### src/rtl/qm_mem_pkg.sv
// Shared types and constants for the memory-bus arbiter and its round-robin arbiter.
package qm_mem_pkg;

    localparam int unsigned MEM_ADDR_W    = 32;
    localparam int unsigned MEM_DATA_W    = 32;
    localparam int unsigned WORD_BYTES_LG = 2;

    typedef enum logic [2:0] {
        ST_IDLE   = 3'd0,
        ST_I_CMD  = 3'd1,
        ST_I_WAIT = 3'd2,
        ST_D_CMD  = 3'd3,
        ST_D_WAIT = 3'd4
    } state_e;

    typedef enum logic {
        GRANT_I = 1'b0,
        GRANT_D = 1'b1
    } grant_e;

endpackage

### src/rtl/qm_rr_arb2.sv
// Two-requester round-robin arbiter; grants are combinational, last_grant is registered.
module qm_rr_arb2
    import qm_mem_pkg::*;
(
    input  logic clk,
    input  logic reset,
    input  logic en_i,
    input  logic ireq_i,
    input  logic dreq_i,
    output logic igrant_o,
    output logic dgrant_o
);

    grant_e last_q;
    grant_e last_d;
    logic   prefer_d;

    // On contention the side that did not win last time is preferred.
    always_comb begin
        prefer_d = (last_q == GRANT_I);
        igrant_o = en_i & ireq_i & (~dreq_i | ~prefer_d);
        dgrant_o = en_i & dreq_i & (~ireq_i | prefer_d);
        last_d   = last_q;
        if (igrant_o) begin
            last_d = GRANT_I;
        end else if (dgrant_o) begin
            last_d = GRANT_D;
        end
    end

    always_ff @(posedge clk) begin
        if (reset) begin
            last_q <= GRANT_I;
        end else begin
            last_q <= last_d;
        end
    end

endmodule

### src/rtl/qm_mem_arbiter.sv
// Shares one memory bus between icache line refills and single-word data accesses,
// one beat outstanding at a time.
module qm_mem_arbiter
    import qm_mem_pkg::*;
#(
    parameter int unsigned BURST_LEN = 4,
    parameter int unsigned ADDR_W    = MEM_ADDR_W,
    parameter int unsigned DATA_W    = MEM_DATA_W
) (
    input  logic              clk,
    input  logic              reset,
    input  logic              ireq_valid,
    input  logic [ADDR_W-1:0] ireq_addr,
    output logic              ireq_ready,
    output logic              iresp_valid,
    output logic [DATA_W-1:0] iresp_data,
    output logic              iresp_last,
    input  logic              dreq_valid,
    input  logic              dreq_we,
    input  logic [ADDR_W-1:0] dreq_addr,
    input  logic [DATA_W-1:0] dreq_wdata,
    output logic              dreq_ready,
    output logic              dresp_valid,
    output logic [DATA_W-1:0] dresp_data,
    output logic              mem_valid,
    output logic              mem_we,
    output logic [ADDR_W-1:0] mem_addr,
    output logic [DATA_W-1:0] mem_wdata,
    input  logic              mem_ready,
    input  logic              mem_rvalid,
    input  logic [DATA_W-1:0] mem_rdata
);

    localparam int unsigned       BEAT_W    = $clog2(BURST_LEN);
    localparam int unsigned       LINE_LG   = BEAT_W + WORD_BYTES_LG;
    localparam logic [ADDR_W-1:0] LINE_MASK = ADDR_W'((1 << LINE_LG) - 1);
    localparam logic [ADDR_W-1:0] WORD_MASK = ADDR_W'((1 << WORD_BYTES_LG) - 1);
    localparam logic [ADDR_W-1:0] WORD_INC  = ADDR_W'(1 << WORD_BYTES_LG);
    localparam logic [BEAT_W-1:0] LAST_BEAT = BEAT_W'(BURST_LEN - 1);

    state_e              state_q, state_d;
    logic [BEAT_W-1:0]   beat_q, beat_d;
    logic                mem_valid_q, mem_valid_d;
    logic                mem_we_q, mem_we_d;
    logic [ADDR_W-1:0]   mem_addr_q, mem_addr_d;
    logic [DATA_W-1:0]   mem_wdata_q, mem_wdata_d;
    logic                iresp_valid_q, iresp_valid_d;
    logic [DATA_W-1:0]   iresp_data_q, iresp_data_d;
    logic                iresp_last_q, iresp_last_d;
    logic                dresp_valid_q, dresp_valid_d;
    logic [DATA_W-1:0]   dresp_data_q, dresp_data_d;
    logic                arb_en;
    logic                igrant;
    logic                dgrant;

    // Grants are only offered in IDLE and never while reset is held.
    assign arb_en = (state_q == ST_IDLE) & ~reset;

    qm_rr_arb2 u_rr_arb2 (
        .clk      (clk),
        .reset    (reset),
        .en_i     (arb_en),
        .ireq_i   (ireq_valid),
        .dreq_i   (dreq_valid),
        .igrant_o (igrant),
        .dgrant_o (dgrant)
    );

    assign ireq_ready  = igrant;
    assign dreq_ready  = dgrant;
    assign mem_valid   = mem_valid_q;
    assign mem_we      = mem_we_q;
    assign mem_addr    = mem_addr_q;
    assign mem_wdata   = mem_wdata_q;
    assign iresp_valid = iresp_valid_q;
    assign iresp_data  = iresp_data_q;
    assign iresp_last  = iresp_last_q;
    assign dresp_valid = dresp_valid_q;
    assign dresp_data  = dresp_data_q;

    always_comb begin
        state_d       = state_q;
        beat_d        = beat_q;
        mem_valid_d   = mem_valid_q;
        mem_we_d      = mem_we_q;
        mem_addr_d    = mem_addr_q;
        mem_wdata_d   = mem_wdata_q;
        iresp_valid_d = 1'b0;
        iresp_data_d  = iresp_data_q;
        iresp_last_d  = 1'b0;
        dresp_valid_d = 1'b0;
        dresp_data_d  = dresp_data_q;

        unique case (state_q)
            ST_IDLE: begin
                if (igrant) begin
                    state_d     = ST_I_CMD;
                    beat_d      = '0;
                    mem_valid_d = 1'b1;
                    mem_we_d    = 1'b0;
                    mem_addr_d  = ireq_addr & ~LINE_MASK;
                    mem_wdata_d = '0;
                end else if (dgrant) begin
                    state_d     = ST_D_CMD;
                    mem_valid_d = 1'b1;
                    mem_we_d    = dreq_we;
                    mem_addr_d  = dreq_addr & ~WORD_MASK;
                    mem_wdata_d = dreq_wdata;
                end
            end
            ST_I_CMD: begin
                if (mem_ready) begin
                    mem_valid_d = 1'b0;
                    state_d     = ST_I_WAIT;
                end
            end
            ST_I_WAIT: begin
                if (mem_rvalid) begin
                    iresp_valid_d = 1'b1;
                    iresp_data_d  = mem_rdata;
                    iresp_last_d  = (beat_q == LAST_BEAT);
                    if (beat_q == LAST_BEAT) begin
                        state_d = ST_IDLE;
                    end else begin
                        // Base is line-aligned, so stepping one word never leaves the line.
                        beat_d      = beat_q + BEAT_W'(1);
                        state_d     = ST_I_CMD;
                        mem_valid_d = 1'b1;
                        mem_addr_d  = mem_addr_q + WORD_INC;
                    end
                end
            end
            ST_D_CMD: begin
                if (mem_ready) begin
                    mem_valid_d = 1'b0;
                    mem_we_d    = 1'b0;
                    if (mem_we_q) begin
                        dresp_valid_d = 1'b1;
                        dresp_data_d  = '0;
                        state_d       = ST_IDLE;
                    end else begin
                        state_d = ST_D_WAIT;
                    end
                end
            end
            ST_D_WAIT: begin
                if (mem_rvalid) begin
                    dresp_valid_d = 1'b1;
                    dresp_data_d  = mem_rdata;
                    state_d       = ST_IDLE;
                end
            end
            default: state_d = ST_IDLE;
        endcase
    end

    always_ff @(posedge clk) begin
        if (reset) begin
            state_q       <= ST_IDLE;
            beat_q        <= '0;
            mem_valid_q   <= 1'b0;
            mem_we_q      <= 1'b0;
            mem_addr_q    <= '0;
            mem_wdata_q   <= '0;
            iresp_valid_q <= 1'b0;
            iresp_data_q  <= '0;
            iresp_last_q  <= 1'b0;
            dresp_valid_q <= 1'b0;
            dresp_data_q  <= '0;
        end else begin
            state_q       <= state_d;
            beat_q        <= beat_d;
            mem_valid_q   <= mem_valid_d;
            mem_we_q      <= mem_we_d;
            mem_addr_q    <= mem_addr_d;
            mem_wdata_q   <= mem_wdata_d;
            iresp_valid_q <= iresp_valid_d;
            iresp_data_q  <= iresp_data_d;
            iresp_last_q  <= iresp_last_d;
            dresp_valid_q <= dresp_valid_d;
            dresp_data_q  <= dresp_data_d;
        end
    end

endmodule

### config.mk
export PLATFORM = sky130hd
export DESIGN_NAME = qm_mem_arbiter
export DESIGN_NICKNAME = d
export VERILOG_FILES = /design/src/rtl/qm_mem_pkg.sv /design/src/rtl/qm_rr_arb2.sv /design/src/rtl/qm_mem_arbiter.sv
export SDC_FILE = /design/constraint.sdc
export NUM_CORES = 1
export LEC_CHECK = 0
export BUFFER_PORTS_ARGS = -buffer_cell sky130_fd_sc_hd__buf_2
export CELL_PAD_IN_SITES_DETAIL_PLACEMENT = 1
export CELL_PAD_IN_SITES_GLOBAL_PLACEMENT = 1
export CORE_ASPECT_RATIO = 2
export CORE_MARGIN = 2
export CORE_UTILIZATION = 36
export DETAILED_ROUTE_END_ITERATION = 16
export PLACE_DENSITY = 0.88
export SETUP_SLACK_MARGIN = 0.3
export SYNTH_ARGS = -nofsm -noshare
export SYNTH_HDL_FRONTEND = slang
export SYNTH_SLANG_ARGS = --single-unit
### constraint.sdc
create_clock -name clk -period 4.17 [get_ports clk]
set_input_delay 1.0425 -clock clk [delete_from_list [all_inputs] [get_ports clk]]
set_output_delay 1.0425 -clock clk [all_outputs]
set_load 0.01 [all_outputs]
==> results of run 1 <==
[Yosys cell counts, types with 2 or more instances]
master / n / area (sq um)
mux2_2: 4 / 45.0
nor3_1: 12 / 60.1
nor3b_1: 2 / 15.0
or4_1: 2 / 15.0
a311o_1: 2 / 20.0
nor4_2: 2 / 25.0
buf_2: 17 / 85.1
nand4_1: 20 / 125
a22oi_1: 44 / 330
a31o_1: 2 / 17.5
a41oi_1: 2 / 17.5
nand2_1: 164 / 616
inv_1: 8 / 30.0
o21ai_0: 12 / 60.1
clkbuf_1: 36 / 135
o211ai_1: 7 / 52.6
a31oi_1: 14 / 87.6
and4_1: 5 / 43.8
and2_1: 5 / 31.3
a311oi_1: 3 / 26.3
buf_4: 5 / 37.5
a22o_1: 4 / 35.0
nor2_1: 67 / 251
nand4b_1: 2 / 17.5
mux2i_1: 6 / 60.1
o31ai_1: 6 / 45.0
a21oi_1: 88 / 440
and3_1: 8 / 50.1
or3_1: 4 / 25.0
nand3_1: 19 / 95.1
dfxtp_1: 137 / 2740
o221a_2: 2 / 22.5
nor3_2: 2 / 20.0
nand2b_1: 4 / 25.0
o21ai_1: 7 / 35.0
o32ai_1: 2 / 17.5
nor2b_1: 4 / 25.0
inv_2: 2 / 7.51
ha_1: 2 / 25.0
o2111ai_1: 2 / 17.5
o31a_1: 2 / 17.5
nor4_1: 3 / 18.8
[metrics by stage]
step                instance area [sq um]  total power, mW
detailed placement                   7580             3.21
global placement                     7580             3.16
global route                         8210             5.05
floorplan                            6150             2.62
finish                               8210             4.82
CTS                                  8210             4.84
[worst max path at each step]
stage                                  from          to  slack (ps)  cells after the start
global placement                 ireq_valid  dreq_ready         850                      6
CTS                              ireq_valid  dreq_ready         820                      6
floorplan                        dreq_valid  dreq_ready        1130                      5
global route        state_q[1]$_SDFFE_PP0P_  ireq_ready         690                      4
detailed placement               ireq_valid  dreq_ready         830                      6
finish                           ireq_valid  dreq_ready         830                      6
[metal layers]
layer	vias up	global-route usage	wire length [um]	share of wire
met5	-	0	28	0.0012
met4	4	0.126	1010	0.043
met3	59	0.0504	1560	0.066
met2	271	0.488	13200	0.56
met1	3310	0.249	7940	0.34
li1	3219	-	-	-
[flip-flops by register name (all words and copies together) (netlist names), 2 cells and up]
signal      cells
dresp_data     32
mem_addr       30
iresp_data     32
beat_q          2
state_q         3
mem_wdata      32
[power by group]
group          switching [mW]  internal [mW]  leakage (nW)
sequential              0.272           1.51          1.11
clock                   0.595           1.02         0.304
combinational           0.912          0.520          2.15
[cell type report]
class | count | area, sq um
Multi-Input combinational cell | 565 | 3120
Timing Repair Buffer | 276 | 1420
Clock buffer | 20 | 447
Tap cell | 207 | 259
Fill cell | 2146 | 8560
Clock inverter | 12 | 174
Sequential cell | 137 | 2740
Antenna cell | 2 | 5.00
Inverter | 10 | 37.5
[worst max-delay path, cell delays in order]
cell and delay (ps):
buf_2 130, a21bo_2 220, nor2_1 390, nand2_1 230
inv_2 120, buf_2 150
[cell families after synthesis]
logic type	count (synthesis)	share of synthesized area
and+or+nand+nor	338	0.258
AOI/OAI and AO/OA	213	0.223
DFF	137	0.446
buffers and inverters	70	0.0505
muxes	10	0.0171
adders and majority gates	2	0.00407
other	1	0.000610
==> impl_metrics.env, run 1 <==
export IMPL_rsz0062_at_grt="no"
export IMPL_power_density_nw_per_um2=587
export IMPL_clk_pin_slew_ps=60
export IMPL_ys_flop_type="dfxtp_1"
export IMPL_synth_cells=771
export IMPL_status="complete, no violations"
export IMPL_core_area_sq_um=16800
export IMPL_timing_hold_ws_ps=451
export IMPL_start_util=0.366
export IMPL_antenna_found_initial=3
export IMPL_leakagePower_nw=3.57
export IMPL_die_y_um=189
export IMPL_final_cell_mix="buf_2, nand2_1, dfxtp_1"
export IMPL_fin_util=0.490
export IMPL_min_from="iresp_data[0]$_SDFFE_PP0P_"
export IMPL_netlist_area_sq_um=6140
export IMPL_final_common_cell="buf_2"
export IMPL_dpl_worst_slack_ps=833
export IMPL_holdPathEnd="iresp_data[0]$_SDFFE_PP0P_"
export IMPL_holdPathStages=2
export IMPL_dp_hpwl_um=17200
export IMPL_rows=67
export IMPL_drc=0
export IMPL_ff2ff_path_depth=5
export IMPL_grt_total_usage=0.256
export IMPL_required_ps=3130
export IMPL_syn_mean_instance_area_sq_um=7.97
export IMPL_grt_pass1_wl_um=35900
export IMPL_cts_sinks=137
export IMPL_tightest_slew_ps=1030
export IMPL_cts_buffer_depth=2
export IMPL_ys_types=72
export IMPL_finalCritPeriodShare=0.801
export IMPL_ys_warn_count=0
export IMPL_fin_setup_tns_ps=0
export IMPL_critPathKind="in2out"
export IMPL_placedCellCount=1195
export IMPL_cts_root_buffer="clkbuf_16"
export IMPL_drt_pre_antenna_iters=5
export IMPL_portBuffers=261
export IMPL_routabilityCongestion=0.912
export IMPL_grt_max_degree=62
export IMPL_finalWirelength_um=23700
export IMPL_first_iter_violations=227
export IMPL_stdcell_count=1229
export IMPL_cts_tree="yes"
export IMPL_setup_viol=0
export IMPL_hold_buffers=0
export IMPL_fin_ws_ps=830
export IMPL_synth_seq_cells=137
export IMPL_hold_path_class="reg2reg"
export IMPL_critPathArrivalTime_ps=2300
export IMPL_wl_per_cell_um=19.3
export IMPL_postCtsSetupBuffers=0
export IMPL_ant_nets=0
export IMPL_critical_path_max_fanout=6
export IMPL_syn_to_final_growth_pct=33.6
export IMPL_reg2reg_slack_ps=1270
export IMPL_overflow=0
export IMPL_synth_enable_flop_cells=0
export IMPL_fmax_mhz=299
export IMPL_fin_skew_ps=8.40
export IMPL_io_pin_count=270
export IMPL_crit_path_start_kind="input pin"
export IMPL_die_width_um=96.4
export IMPL_hold_viol=0
export IMPL_timing_slew_headroom=0.313
export IMPL_layout_drive_gt1_share=0.325
export IMPL_synth_seq_area_share=0.446
export IMPL_rr_startpoint="state_q[1]$_SDFFE_PP0P_"
export IMPL_max_cap_violations=0
export IMPL_die_area_sq_um=18200
export IMPL_timing_rr_end="mem_wdata[29]$_SDFFE_PP0P_"
export IMPL_nNetsFinal=1144
export IMPL_finalCriticalPeriod_ps=3340
export IMPL_htreeDepth=4
export IMPL_numCtsBuffers=17
export IMPL_grt_pass1_vias=6977
export IMPL_vias_per_cell=5.58
export IMPL_cts_resized_gates=0
export IMPL_vdd_ir_drop_max_mv=0.330
export IMPL_vias=6863
export IMPL_synthArstFlopShare=0
export IMPL_slew_viol_final=0
export IMPL_clock_latency_ps=420
export IMPL_end_kind="primary output"
No activity file was read; power rests on OpenSTA's default activity.
==> inputs of run 2 (changes only) <==
- ABC_AREA: not set -> 1
- CORE_UTILIZATION: 36 -> 29
- PLACE_DENSITY: 0.88 -> 0.78
- clock period: 4.17 -> 2.8 ns (I/O delays scaled with it)
==> run 2 against run 1 <==
Wire length up 12%. Largest power group is now combinational logic. Non-clock buffer count increased by 2. Highest routed layer unchanged. Sequential share of layout area is 2.1 points lower. Global-route usage decreased by 4.2 points. Die area rose by 34%. Critical path type is now reg2out. Clock skew shrank 0.85 ps.
==> impl_metrics.env, run 2 <==
export IMPL_status="complete, no violations"
export IMPL_power_switching_mw=3.96
export IMPL_leakagePower_nw=4.18
export IMPL_synthMuxAreaShare=0
export IMPL_fin_area_sq_um=8750
export IMPL_portBuffers=261
export IMPL_critical_path_max_fanout=9
export IMPL_netlist_area_sq_um=6680
export IMPL_die_width_um=111
export IMPL_synth_xor_xnor_area_share=0.00525
export IMPL_vdd_ir_drop_max_mv=0.595
export IMPL_p_clk_frac=0.253
export IMPL_ys_types=33
export IMPL_wl_per_cell_um=16.9
export IMPL_power_density_nw_per_um2=1030
export IMPL_first_iter_violations=221
export IMPL_layout_drive_gt1_share=0.257
export IMPL_met1_usage=0.198
export IMPL_finalCritPeriodShare=0.798
export IMPL_synth_area_leaders="dfxtp_1, nand2_1, nor2_1, a21oi_1, o21ai_0"
export IMPL_finalWirelength_um=26600
export IMPL_clk_pin_slew_ps=60
export IMPL_start_util=0.295
export IMPL_ys_warn_count=0
export IMPL_syn_mean_instance_area_sq_um=6.41
export IMPL_setup_viol=0
export IMPL_routabilityCongestion=0.890
export IMPL_overflow=0
export IMPL_comb_power_share=0.422
export IMPL_synth_seq_cells=137
export IMPL_syn_to_final_growth_pct=31.1
export IMPL_grt_max_degree=44
export IMPL_grt_pass1_vias=7783
export IMPL_synthArstFlopShare=0
export IMPL_nNetsFinal=1415
export IMPL_io_pin_count=270
export IMPL_synth_seq_area_share=0.411
export IMPL_core_area_sq_um=22600
export IMPL_grt_pass1_wl_um=40700
export IMPL_grtUsageMet3=0.0405
export IMPL_crit_path_start_kind="flop"
export IMPL_synth_adder_area_share=0.00375
export IMPL_grt_total_usage=0.214
export IMPL_numCtsBuffers=17
export IMPL_switching_share=0.441
export IMPL_end_kind="primary output"
export IMPL_synth_simple_area_share=0.377
export IMPL_dp_hpwl_um=19900
export IMPL_netlist_top_cells_count="nand2_1, nor2_1, dfxtp_1"
export IMPL_timing_slew_headroom=0.479
export IMPL_max_cap_violations=0
export IMPL_vias=7545
export IMPL_synth_compound_area_frac=0.121
export IMPL_drt_pre_antenna_iters=6
export IMPL_synth_top_area_share=0.411
export IMPL_p_int_mw=5.02
export IMPL_ant_nets=0
export IMPL_slew_viol_final=0
export IMPL_final_cell_mix="nand2_1, buf_2, nor2_1"
export IMPL_critPathArrivalTime_ps=1530
export IMPL_cts_tree="yes"
export IMPL_vias_per_cell=4.80
export IMPL_rsz0062_at_grt="no"
export IMPL_final_common_cell="nand2_1"
export IMPL_yosys_area_top_type="dfxtp_1"
export IMPL_synth_enable_flop_cells=0
export IMPL_required_ps=2100
export IMPL_rows=78
export IMPL_critPathKind="reg2out"
export IMPL_cts_sinks=137
export IMPL_antenna_found_initial=3
export IMPL_tightest_slew_ps=780
export IMPL_place_area_sq_um=8160
export IMPL_fin_setup_tns_ps=0
export IMPL_synth_most_common_cell="nand2_1"
export IMPL_n_fill_cell=3077
export IMPL_use_met2=0.441
export IMPL_clock_latency_ps=420
export IMPL_synth_cells=1041
export IMPL_die_y_um=219
export IMPL_synth_top_family_by_area="simple AND/OR/NAND/NOR gates"
export IMPL_hold_path_class="reg2reg"
export IMPL_die_area_sq_um=24300
export IMPL_hold_viol=0
export IMPL_ys_flop_type="dfxtp_1"
export IMPL_top_usage_layer="met2"
export IMPL_cts_buffer_depth=2
export IMPL_fmax_mhz=448
export IMPL_seqPwrFrac=0.325
export IMPL_htreeDepth=4
export IMPL_drc=0
export IMPL_cts_resized_gates=0
export IMPL_fin_skew_ps=7.55
export IMPL_finalCriticalPeriod_ps=2230
export IMPL_cts_root_buffer="clkbuf_16"
[run 2: cells by family (layout without fill, tap and decap cells)]
family	after synthesis	in the layout
flip-flops	137	137
XOR/XNOR	4	4
buffers and inverters	123	371
adder cells (fa/ha/maj)	2	2
AO/OA/AOI/OAI	159	159
other	1	3
AND/OR/NAND/NOR	615	615
[run 2: final cells by class]
cell class	count	area [sq um]	area share
well taps	280	350	0.0400
repair buffers	278	1450	0.165
diodes	1	2.50	0.000286
inverters	62	233	0.0266
multi-input cells	782	3390	0.388
flip-flops and latches	137	2740	0.313
clock buffers	18	439	0.0502
clock inverters	13	145	0.0166
[run 2: path summary, 6_finish.rpt]
| path | from | slack (ps) | depth (start not counted) | end |
|---|---|---|---|---|
| setup / recovery | state_q[1]$_SDFFE_PP0P_ | 570 | 4 | ireq_ready |
| hold / removal | dresp_data[11]$_SDFFE_PP0P_ | 460 | 2 | dresp_data[11]$_SDFFE_PP0P_ |
| setup reg to reg | mem_addr[2]$_SDFFE_PP0P_ | 680 | 9 | mem_addr[26]$_SDFFE_PP0P_ |
| hold reg to reg | dresp_data[11]$_SDFFE_PP0P_ | 460 | 2 | dresp_data[11]$_SDFFE_PP0P_ |
[run 2: what timing repair did]
| item | CTS | global route |
|---|---|---|
| setup buffers | 1 | 0 |
| hold buffers | 0 | 0 |
| endpoints found under the setup margin | 1 | 0 |
[run 2: power by group through the flow]
stage	clock network, mW	logic [mW]	registers [mW]
detailed placement	0	3.83	2.96
global placement	0	3.73	2.93
CTS	2.34	3.86	2.92
global route	2.41	4.26	2.98
finish	2.27	3.78	2.92
floorplan	0	2.39	3.01
[run 2: routing by layer]
layer  share of wire  vias up
li1                -     3781
met1            0.35     3558
met2            0.58      165
met3           0.035       37
met4           0.034        4
met5         0.00072        -
[run 2: through the flow]
stage                     power, mW  worst slack (ps)  utilization  hold slack [ps]  cells
after global placement         6.66               252        0.360              445   1538
after global routing           9.65               453        0.386              483   1571
final                          8.97               567        0.386              460   1571
after detailed placement       6.79               195        0.360              449   1538
after floorplan                5.41               626            -              448   1042
after CTS                      9.11               542        0.386              459   1570
[run 2: critical path, stage by stage (launching register included)]
cell     delay (ps)
dfxtp_1         390
nor2_8          220
nand3_2         130
nor2_4          200
buf_2           160
